**src/rtl/count_ctrl.sv**
```systemverilog
// count_ctrl: button front end for the 3-bit up/down counter.
// Synchronises and debounces two raw buttons, then emits one registered count pulse
// per press (plus optional auto-repeat) together with a registered direction level.
module count_ctrl #(
  parameter int unsigned DEBOUNCE = 4,  // 1..255 cycles of stable difference before a flip
  parameter int unsigned REPEAT   = 8   // 0 = no auto-repeat, else 2..255 cycle period
) (
  input  logic clk,
  input  logic reset,
  input  logic btn_up,
  input  logic btn_down,
  output logic count,
  output logic inc,
  output logic locked
);

  localparam logic [7:0] DbLast = 8'(DEBOUNCE - 1);
  localparam logic [7:0] RpLast = (REPEAT == 0) ? 8'd0 : 8'(REPEAT - 1);

  typedef enum logic [1:0] {
    StIdle,
    StHoldUp,
    StHoldDn,
    StLock
  } state_e;

  // Bit 0 carries the up button, bit 1 the down button throughout.
  logic [1:0] raw;
  logic [1:0] sync1;
  logic [1:0] sync2;
  logic [1:0] deb;
  logic [7:0] db_cnt [2];
  logic       up_d;
  logic       dn_d;

  state_e     state;
  logic [7:0] rpt_cnt;

  assign raw  = {btn_down, btn_up};
  assign up_d = deb[0];
  assign dn_d = deb[1];

  // Two-flop synchroniser per button.
  always_ff @(posedge clk or posedge reset) begin
    if (reset) begin
      sync1 <= '0;
      sync2 <= '0;
    end else begin
      sync1 <= raw;
      sync2 <= sync1;
    end
  end

  // Debounce: flip only after DEBOUNCE consecutive cycles of disagreement.
  always_ff @(posedge clk or posedge reset) begin
    if (reset) begin
      deb       <= '0;
      db_cnt[0] <= '0;
      db_cnt[1] <= '0;
    end else begin
      for (int i = 0; i < 2; i++) begin
        if (sync2[i] == deb[i]) begin
          db_cnt[i] <= '0;
        end else if (db_cnt[i] == DbLast) begin
          deb[i]    <= ~deb[i];
          db_cnt[i] <= '0;
        end else begin
          db_cnt[i] <= db_cnt[i] + 8'd1;
        end
      end
    end
  end

  // Press FSM with registered pulse, direction and lock outputs.
  always_ff @(posedge clk or posedge reset) begin
    if (reset) begin
      state   <= StIdle;
      rpt_cnt <= '0;
      count   <= 1'b0;
      inc     <= 1'b0;
      locked  <= 1'b0;
    end else begin
      count <= 1'b0;
      unique case (state)
        StIdle: begin
          if (up_d && dn_d) begin
            state  <= StLock;
            locked <= 1'b1;
          end else if (up_d) begin
            state   <= StHoldUp;
            count   <= 1'b1;
            inc     <= 1'b1;
            rpt_cnt <= '0;
          end else if (dn_d) begin
            state   <= StHoldDn;
            count   <= 1'b1;
            inc     <= 1'b0;
            rpt_cnt <= '0;
          end
        end
        StHoldUp: begin
          // A second button wins over release and repeat.
          if (dn_d) begin
            state  <= StLock;
            locked <= 1'b1;
          end else if (!up_d) begin
            state <= StIdle;
          end else if (REPEAT != 0) begin
            if (rpt_cnt == RpLast) begin
              count   <= 1'b1;
              inc     <= 1'b1;
              rpt_cnt <= '0;
            end else begin
              rpt_cnt <= rpt_cnt + 8'd1;
            end
          end
        end
        StHoldDn: begin
          if (up_d) begin
            state  <= StLock;
            locked <= 1'b1;
          end else if (!dn_d) begin
            state <= StIdle;
          end else if (REPEAT != 0) begin
            if (rpt_cnt == RpLast) begin
              count   <= 1'b1;
              inc     <= 1'b0;
              rpt_cnt <= '0;
            end else begin
              rpt_cnt <= rpt_cnt + 8'd1;
            end
          end
        end
        StLock: begin
          if (!up_d && !dn_d) begin
            state  <= StIdle;
            locked <= 1'b0;
          end
        end
        default: begin
          state  <= StIdle;
          locked <= 1'b0;
        end
      endcase
    end
  end

endmodule
```
**config.mk**
```make
export PLATFORM = sky130hd
export DESIGN_NAME = count_ctrl
export DESIGN_NICKNAME = d
export VERILOG_FILES = /design/src/rtl/count_ctrl.sv
export SDC_FILE = /design/constraint.sdc
export NUM_CORES = 1
export LEC_CHECK = 0
export CAP_MARGIN = 20
export CORE_ASPECT_RATIO = 1.5
export CORE_MARGIN = 2
export CORE_UTILIZATION = 55
export DETAILED_ROUTE_END_ITERATION = 10
export PLACE_DENSITY = 0.73
export RECOVER_POWER = 25
export REMOVE_ABC_BUFFERS = 1
export SYNTH_ARGS = -nofsm -noshare
export SYNTH_HDL_FRONTEND = slang
export SYNTH_SLANG_ARGS = --single-unit
```
**constraint.sdc**
```tcl
create_clock -name clk -period 3 [get_ports clk]
set_input_delay 0.6 -clock clk [delete_from_list [all_inputs] [get_ports clk]]
set_output_delay 0.6 -clock clk [all_outputs]
set_load 0.01 [all_outputs]
```
Word-level counts from Yosys, hierarchy flattened --
Index checks and enable logic that the tools add are counted.
Operators by class: reductions and logical operators 12, multiplexer cells 46, bitwise gates (word level) 4, add/sub/neg operators 3, equality and inequality tests 23
Operators with widths (count):
- $mux 8 | 12
- $add 8x1->8 const B | 3
- $pmux 8 s3 | 1
- $ne 2x2->1 const B | 11
- $mux 1 | 21
- $eq 8x2->1 const B | 2
- $mux 2 | 8
- $ne 3x3->1 const B | 3
- $reduce_and 9->1 | 1
- $eq 8x3->1 const B | 1
- $pmux 2 s4 | 1
- $reduce_and 4->1 | 2
- $reduce_and 7->1 | 1
- $pmux 1 s3 | 2
- $eq 2x2->1 const B | 2
- $ne 4x4->1 const B | 1
- $not 1->1 | 4
- $pmux 1 s4 | 1
- $reduce_and 2->1 | 2
- $reduce_bool 3->1 | 1
- $eq 1x1->1 | 2
- $eq 2x1->1 const B | 1
- $logic_and 1x1->1 | 2
- $logic_not 1->1 | 2
- $logic_not 2->1 | 1
Word-level totals: input bits 4, flip-flop bits (word level) 35, word-level logic and storage cells 99, output and inout bits 3

Longest topological paths before layout --
depth after elaboration 5, gate-level depth with buffers 7

Worst setup path before layout --
No wires, ideal clock.
kind reg-to-reg, from register deb[0], to register rpt_cnt[1], stages on the path, launching flop included 8, setup slack 1210 ps, clock period less this slack 1790 ps, arrival time 1665 ps, data required time 2875 ps, cell sequence dfrtp_1 buf_4 inv_1 ha_1 o21a_1 nor2_2 o21ai_0 mux2_2
Between the ends: longest elaborated chain between the ends 3, elaborated cells between the ends (all ways) 9, classes of those cells 4 x eq/ne; 3 x mux; 2 x reduce/logical
RTL lines:
- start: declaration | line 31 | logic [1:0] deb;
- start signal: indexed assignment | line 65 | deb[i] <= ~deb[i];
- $mux 8 or $logic_and 1x1->1 (tied branches) | line 89, 86
- $mux 8 or $ne 2x2->1 (tied branches)
- $pmux 8 s3 or $reduce_and 7->1 (tied branches)
- end signal: assignment | line 114 | rpt_cnt <= rpt_cnt + 8'd1;
- end signal: assignment | line 130 | rpt_cnt <= rpt_cnt + 8'd1;
- end: declaration | line 37 | logic [7:0] rpt_cnt;
Several ways; a longest one is shown, not always the timed one. The select of a mux whose other input is x is not followed. A chain may end at the register's enable or synchronous reset.

Worst setup path in the final report --
Same ends and word-level chain as after synthesis.

==> key figures <==
Run status
  – Status: completed

Yosys
  – Async set or reset register ratio after synthesis: 100%
  – YS warnings: 0
  – Syn Inst Count: 180
  – Synth Area in Simple Gates: 18.8%
  – Main combinational cell family by area after synthesis: simple AND/OR/NAND/NOR gates
  – Most used DFF post-synth: dfrtp_1
  – Part of the Yosys area used for sequential elements: a little under half
  – XOR/XNOR Fraction of Synth Area: roughly 6.5%
  – Post-Synth Adder-Cell Area: around 9.3%
  – Post-synthesis compound-gate area fraction: 11.9%
  – Mux contribution to synthesized area: ~4.2%
  – Syn Area/Cell: 10.5 µm²
  – Post-synth EDFFs: 0
  – Synthesized cell area: 1890 µm²
  – Netlist cell types: 39
  – #FFs+latches synth: 35

Floorplan
  – Die height: 75.8 µm
  – Die width: 51.9 µm
  – Initial Utilization: a little under three fifths
  – Std-Cell Rows: 26
  – Ports: 7
  – Die area: 3930 µm²
  – Core area: around 3400 µm²

Finish
  – Nets: 210
  – Area Growth Syn to Fin: 11.3%
  – ANT cells: 0
  – Share of layout cells above drive strength 1: 15.0%
  – Final core utilization: 62.8%

Setup path
  – Crit path required time: 3.17 ns
  – R2R Setup Slk: 0.90 ns
  – CP bufs+invs: 1
  – Reg2reg path depth: 6
  – Worst stage delay on the critical path: 0.53 ns
  – Critical Path Sink Type: register
  – Critical path's slowest cell: dfrtp_1
  – Reg-to-Reg Start: deb[0]
  – Start-to-end type of the worst setup path: register to register
  – Worst setup path start: deb[0]
  – CP Data Arrival Time: roughly 2.3 ns
  – WP depth: 6
  – Critical path, cell by cell: inv_1 -> ha_1 -> o21a_1 -> nor2_2 -> o21ai_0 -> mux2_2
  – Worst Setup EP: rpt_cnt[1]
  – CP startpoint kind: register
  – CP max FO: 11
  – Cell family with most CP delay: flip-flops
  – Reg-to-Reg End: rpt_cnt[1]

Route
  – Vias: 1360
  – Drt drc: 0
  – Post-DR wirelength/cell: 14.7 µm
  – Post-DRT Antenna Nets: 0
  – Overall routed net length: about 3.4 mm
  – DR iter-0 viols: 30
  – Pre-antenna DRT Iters: 4
  – Vias per std cell: 5.79

Clocking
  – # hold bufs at CTS: 0
  – CTS tree: done
  – # clock sinks: 35
  – CTS root buffer: clkbuf_8
  – H-tree lvl count: 2
  – Post-cts resize count: 0
  – CTS clk-pin slew, worst paths: 0.07 ns
  – Num CTS Buffers: 5
  – Worst skew pair latency: 0.29 ns
  – Max Root-Sink Buffers: 2
  – # Post-CTS Setup Buffers: 0

Pwr
  – Pwr/cell area: between 900 and 1000 nW/µm²
  – Worst VDD drop: 753 µV
  – Internal power: 1.20 mW
  – Static leakage: 0.961 nW
  – Sequential share of power: 34.8%
  – Final Power: 1.97 mW
  – P_sw: 773 µW
  – Clock share of power: between 20% and 30%
  – Sw frac: 39.2%
  – Comb pwr share: a little over two fifths

Placement
  – Pre-CTS setup slack: 0.914 ns
  – Number of port buffers: 6
  – RD Place Congestion: 0.831
  – Detailed placer's ending HPWL: roughly 2.5 mm

STA
  – Final period utilization: 70.2%
  – RSZ-0062 raised after global routing: no
  – Setup Skew: 0.00809 ns
  – Setup TNS: 0 ns
  – Final min period: 2.10 ns
  – Worst Tran Pin Value: around 0.56 ns
  – Setup violations, final: 0
  – Final hold viol count: 0
  – Rel. slew slack: 62.2%
  – Max-slew violations: 0
  – Post-route worst setup slack: 0.895 ns
  – Fmax: ~480 MHz
  – Hold WS: roughly 0.36 ns

GRT
  – First-pass GRT wire length: 6.00 mm
  – All-Layer GR Usage: between 20% and 30%
  – Largest net degree at the start of global routing: 36
  – Vias in the first global route: 1378
  – Initial antenna violation count: 0
  – Aggregate global routing overflow: 0

Job
  – MaxCap Viol Count: 0

Min path
  – Worst Hold Class: register to register
[flip-flops by register name (all words and copies together) (netlist names)]
register / count
sync2: 2
rpt_cnt: 8
deb: 2
locked: 1
db_cnt: 16
state: 2
sync1: 2
count: 1
inc: 1
[synthesized netlist by cell type, types with 2 or more instances]
cell type	count	share of area, %
o21ai_0	5	1.3
nand2b_1	3	0.99
nor2_1	25	5.0
a22o_2	5	2.6
ha_1	14	9.3
dfrtp_1	35	46
xor2_1	9	4.2
nor2b_1	2	0.66
o221ai_1	7	3.2
inv_1	10	2.0
nor3_1	4	1.1
xnor2_1	5	2.3
nand3b_1	3	1.2
mux2_2	7	4.2
a21oi_1	2	0.53
nand3_1	11	2.9
and3_1	4	1.3
nand2_1	8	1.6
[metrics by stage]
stage / instance area, µm² / std cells
after floorplan: 1870 / 178
after global placement: 1990 / 227
after detailed placement: 1990 / 227
after CTS: 2100 / 235
after global routing: 2100 / 235
final: 2100 / 235
[layer usage]
metal  routed length, µm  GRT usage, %
met5                   0             0
met4                  75          9.65
met3                  95          5.29
met2                1890          39.1
met1                1380          21.7
[power by group through the flow]
stage               logic [mW]  registers (mW)  clock network [mW]
global route             0.971           0.703               0.449
floorplan                0.666           0.671                   0
finish                   0.865           0.686               0.419
CTS                      0.868           0.684               0.429
global placement         0.835           0.684                   0
detailed placement       0.866           0.691                   0
[worst min-delay path by stage]
stage                     startpoint       end  slack (ns)  cells past startpoint
final                       sync1[1]  sync2[1]        0.36                      0
after global routing        sync1[0]  sync2[0]        0.37                      0
after CTS                   sync1[1]  sync2[1]        0.36                      0
after detailed placement    sync1[1]  sync2[1]        0.35                      0
after global placement      sync1[0]  sync2[0]        0.33                      0
after floorplan             sync1[0]  sync2[0]        0.33                      0
[layout make-up]
| cell class | instances | area, µm² |
|---|---|---|
| well taps | 42 | 52.6 |
| clock buffers | 5 | 68.8 |
| repair buffers | 7 | 67.6 |
| flip-flops and latches | 35 | 876 |
| inverters | 10 | 37.5 |
| fillers | 290 | 1250 |
| clock inverters | 3 | 43.8 |
| multi-input cells | 133 | 957 |
[cell usage in the layout (no fill, tap or decap), drive strengths merged, types with 2 or more instances in the layout]
master	n
a21oi	3
a22o	5
and3	5
clkbuf	5
clkdlybuf4s50	3
clkinv	2
dfrtp	35
dlygate4sd3	3
ha	14
inv	10
mux2	7
nand2	8
nand2b	3
nand3	11
nand3b	3
nor2	26
nor2b	2
nor3	5
o21ai	6
o221ai	7
xnor2	5
xor2	9
[logic make-up after synthesis]
family,after synthesis
buffers and inverters,12
adder cells (fa/ha/maj),14
XOR/XNOR,14
AO/OA/AOI/OAI,28
AND/OR/NAND/NOR,70
flip-flops,35
multiplexers,7
(Power assumes the default switching activity.)
==> variant 1 (same settings) <==
Change the parameter `REPEAT` from 8 to 4.
--- a/src/rtl/count_ctrl.sv
+++ b/src/rtl/count_ctrl.sv
@@ -5,3 +5,3 @@
   parameter int unsigned DEBOUNCE = 4,  // 1..255 cycles of stable difference before a flip
-  parameter int unsigned REPEAT   = 8   // 0 = no auto-repeat, else 2..255 cycle period
+  parameter int unsigned REPEAT   = 4   // 0 = no auto-repeat, else 2..255 cycle period
 ) (
Formal check against the unedited RTL: same outputs for any inputs over 10 cycles, from zero or initial values and one cycle with reset high; that may be too few to reach the edited logic, so the function may still have changed.
==> variant 1 against the unedited design <==
Combinational power rose by 6.6%; power rose by 3.5%; setup slack got worse by 0.092 ns; routed wire length rose by 2.8%; clock skew fell by 0.0042 ns; sequential cell count did not move; final area rose by 1.2%; synthesized cell count did not move; synthesized area rose by 1.1%; count of clock-buffer cells in the layout rose by 1; sequential share of layout area fell by 0.49 points; largest cell class unchanged.
==> variant 1: results (changes against the unedited design) <==
Outcome: complete, no violations
1st-iter DRT viols: 32 (+6.7%)
Worst Path Arrival: 2.38 ns (+0.10 ns)
Ys flop type: dfrtp_1
Commonest cells post-synth: dfrtp_1, nor2_1, ha_1
Longest Clk Path Bufs: 2 (unchanged)
R2R Path End: inc
Clock slew at the register clock pins of the worst setup and hold paths: 0.07 ns (about the same)
Final nets: 209 (-0.48%)
Leakage: 1.01 nW (+5.2%)
Hold Path Class: reg -> reg
Grt met3 use: 6.47% (+1.2 points)
Post-Synth Adder-Cell Area: 9.17% (-0.10 points)
R2R Setup Slk: 0.80 ns (-0.09 ns)
Max capacitance violation total: 0 (unchanged)
First-pass GRT wire length: 6120 um (+2.1%)
GP Congestion: 0.853 (+2.6%)
Initial antenna violation count: 0 (unchanged)
Dpl hpwl: 2630 um (+4.9%)
Met2 Usage GRT: 37.6% (-1.5 points)
Ys async rst share: 100% (unchanged)
VDD IR max: 726 uV (-3.5%)
CP max FO: 10 (-1)
CTS buffer count: 5 (unchanged)
Sequential area share after synthesis: 45.8% (-0.52 points)
Global Route Usage Sum: 21.1% (+0.13 points)
Number of H-tree levels: 2 (unchanged)
Worst path max stage delay: 0.56 ns (+0.03 ns)
Distinct cells, synth: 37 (-5.1%)
Xor/xnor share of the synthesized area: 6.42% (-0.072 points)
TritonRoute pass-1 iters: 5 (+1)
Post-synthesis compound-gate area fraction: 13.2% (+1.2 points)
Cell count of the worst reg-to-reg path: 6 (unchanged)
CP max stage cell: dfrtp_1
Vias after detailed routing: 1,351 (-0.66%)
Share of layout cells above drive strength 1: 11.5% (-3.6 points)
Clk Latency, worst-skew pair: 0.29 ns (about the same)
R2r startpoint: deb[0]
Slew Limit Headroom: 64.2% (+2.1 points)
Met1 Use GR: 21.2% (-0.44 points)
Inserted Diodes: 0 (unchanged)
Hold endpoint: sync2[1]
Registers with the most flip-flops: db_cnt (16), rpt_cnt (8)
Mux share of post-synthesis cell area: 3.54% (-0.64 points)
Dominant cells by area after synthesis: dfrtp_1, ha_1, xor2_1, nor2_1, mux2_2
Clock skew: 0.00387 ns (-0.00423 ns)
Post-CTS Setup Bufs: 0 (unchanged)
Hold_sp: sync1[1]
# fillers: 286 (-1.4%)
Final wirelength: 3540 um (+2.8%)
[variant 1: cell count changes after synthesis, moves of 3 or more]
cell | unedited run | this run
xnor2_1 | 5 | 2
a22o_1 | 0 | 6
a22o_2 | 5 | 0
nor2_1 | 25 | 21
xor2_1 | 9 | 12
and3_1 | 4 | 7
nand3b_1 | 3 | 0
[variant 1: how the worst max path moves through the flow]
stage | start | endpoint | slack (ns) | depth (start not counted)
global placement | deb[0] | inc | 0.91 | 6
CTS | deb[0] | inc | 0.80 | 6
global route | deb[0] | rpt_cnt[1] | 0.65 | 6
floorplan | deb[0] | inc | 0.97 | 6
detailed placement | deb[0] | inc | 0.82 | 6
finish | deb[0] | inc | 0.80 | 6
[variant 1: stage by stage]
stage	cells	hold WS, ns	power (mW)	worst slack (ns)	area (sq um)
6_report	234	0.353	2.04	0.803	2130
4_1_cts	234	0.358	2.06	0.804	2130
5_1_grt	234	0.359	2.19	0.647	2130
2_1_floorplan	177	0.331	1.39	0.970	1890
3_3_place_gp	226	0.333	1.57	0.911	2010
3_5_place_dp	226	0.342	1.61	0.818	2010
[variant 1: report_power, final]
group	leakage (nW)	internal [mW]	switching, mW
clock	0.0612	0.269	0.167
sequential	0.461	0.567	0.115
combinational	0.490	0.413	0.509
[variant 1: worst register-to-register path: stages, from the launching register on]
cell and delay, ns:
dfrtp_1 0.56, inv_1 0.20, ha_1 0.28, o21a_1 0.18
or2_2 0.31, a221oi_2 0.20, mux2_2 0.35
[variant 1: layout make-up]
cell class	count	share of cell area [%]
inverters	11	1.94
multi-input cells	131	45.7
flip-flops and latches	35	41.2
well taps	42	2.47
clock buffers	6	3.88
clock inverters	2	1.65
repair buffers	7	3.17
[variant 1: logic make-up after synthesis]
family	after synthesis
compound gates	31
xor+xnor	14
fa+ha+maj	14
buf+inv	14
flops	35
mux	6
simple gates	66
[variant 1: layer usage]
layer	share of wire [%]	vias to the layer above
met5	0	-
met3	3.5	8
met2	56	24
li1	-	655
met1	38	664
met4	2.4	0
==> variant 2 (config.mk and constraints unchanged) <==
Without the edit above. Register the inputs `btn_up` and `btn_down` before use, without a reset. The logic sees them one clock later.
--- a/src/rtl/count_ctrl.sv
+++ b/src/rtl/count_ctrl.sv
@@ -26,2 +26,10 @@
 
+  logic btn_up_q;
+  logic btn_down_q;
+
+  always_ff @(posedge clk) begin
+    btn_up_q   <= btn_up;
+    btn_down_q <= btn_down;
+  end
+
   // Bit 0 carries the up button, bit 1 the down button throughout.
@@ -38,3 +46,3 @@
 
-  assign raw  = {btn_down, btn_up};
+  assign raw  = {btn_down_q, btn_up_q};
   assign up_d = deb[0];
Formal check against the unedited RTL: not equivalent (Yosys sat finds a counterexample within 10 cycles, from zero or initial values and one cycle with reset high).
==> variant 2 against the unedited design <==
Final area rose by 1.9%; synthesized area grew 1.3%; sequential share of layout area up 1.1 points; non-clock buffer count did not move; setup slack improved by 0.047 ns; utilization grew 0.58 points; highest routed layer unchanged; sequential cell count increased by 2; global-route usage decreased by 0.93 points; power rose by 3.4%; routed wire length rose by 2.8%.
==> variant 2: results (changes against the unedited design) <==
Sequential area share after synthesis: 47.9% (+1.5 points)
Dpl hpwl: 2620 um (+4.3%)
GP Congestion: 0.895 (+7.6%)
WHS Path Cells: 0 (unchanged)
Post-CTS Setup Bufs: 0 (unchanged)
First-pass GRT wire length: 5980 um (-0.35%)
Share of layout cells above drive strength 1: 11.4% (-3.6 points)
1st-iter DRT viols: 47 (+57%)
Distinct cells, synth: 41 (+5.1%)
R2r startpoint: deb[1]
Met2 Usage GRT: 33.7% (-5.4 points)
Worst path max stage delay: 0.55 ns (+0.02 ns)
Metal2 WL: 1880 um (-0.79%)
Slew @ Worst Pin: 0.626 ns (+0.0619 ns)
Hold_sp: btn_down_q
Outcome: complete, no violations
Global Route Usage Sum: 20.1% (-0.93 points)
Grt met3 use: 4.12% (-1.2 points)
Worst Path Arrival: 2.23 ns (-0.05 ns)
Hold endpoint: sync1[1]
Final wirelength: 3540 um (+2.8%)
TritonRoute pass-1 iters: 4 (unchanged)
Area after DPL: 0.00202 sq mm (+1.6%)
Final Instance Area: 0.00214 sq mm (+1.9%)
Hold Path Class: reg -> reg
VDD IR max: 686 uV (-8.8%)
Wire length on met3: 106 um (+12%)
Commonest cells post-synth: dfrtp_1, nor2_1, ha_1
Vias after detailed routing: 1,380 (+1.5%)
Hold_ws: 0.328 ns (-0.0317 ns)
Metal-1 WL: 1450 um (+5.0%)
Ys async rst share: 94.6% (-5.4 points)
R2R Setup Slk: 0.94 ns (+0.05 ns)
Clock skew: 0.00667 ns (-0.00142 ns)
R2R Path End: inc
# fillers: 282 (-2.8%)
CP max FO: 9 (-2)
Leakage: 0.971 nW (+1.1%)
Met1 Use GR: 23.3% (+1.6 points)
Dominant cells by area after synthesis: dfrtp_1, ha_1, nor2_1, xor2_1, o221ai_1
-- variant 2: cell count changes in the layout (fill, tap and decap cells not counted), sizes merged, moves of 2 or more --
cell    unedited run  this run
clkinv             2         0
dfxtp              0         2
nand3             11         8
nor2b              2         5
o41ai              0         2
-- variant 2: cell families (layout without fill, tap and decap cells) --
logic type	after synthesis	count (layout)	share of synthesized area, %
buffers and inverters	11	24	2.29
multiplexers	6	6	3.53
adder cells (fa/ha/maj)	14	14	9.16
XOR/XNOR	14	14	6.41
AND/OR/NAND/NOR	68	68	18.5
flip-flops	37	37	47.9
AO/OA/AOI/OAI	30	30	12.2
-- variant 2: report_power, final --
| part | leakage, nW | switching (mW) | internal (mW) | total, mW |
|---|---|---|---|---|
| logic | 0.437 | 0.494 | 0.383 | 0.877 |
| clock network | 0.0574 | 0.177 | 0.270 | 0.448 |
| registers | 0.477 | 0.118 | 0.596 | 0.714 |
| total | 0.971 | 0.789 | 1.25 | 2.04 |
-- variant 2: area by class of cell --
type                       count  share of cell area (%)
clock inverter                 2                    1.75
clock buffer                   6                    3.85
timing repair buffer           7                    3.15
multi-input combinational    132                    44.5
sequential                    37                    42.7
tap                           42                    2.45
inverter                       9                    1.58
-- variant 2: how the worst max path moves through the flow --
stage	cells after the start	end	from	slack, ns
2_1_floorplan	6	inc	deb[1]	1.23
3_3_place_gp	6	inc	deb[0]	1.11
3_5_place_dp	5	inc	state[0]	0.99
4_1_cts	6	inc	deb[0]	0.96
5_1_grt	6	inc	deb[1]	0.80
6_report	6	inc	deb[1]	0.94
-- variant 2: per-stage QoR --
| stage | std cells | worst slack [ns] |
|---|---|---|
| after floorplan | 178 | 1.23 |
| after global placement | 227 | 1.11 |
| after detailed placement | 227 | 0.993 |
| after CTS | 235 | 0.962 |
| after global routing | 235 | 0.801 |
| final | 235 | 0.942 |
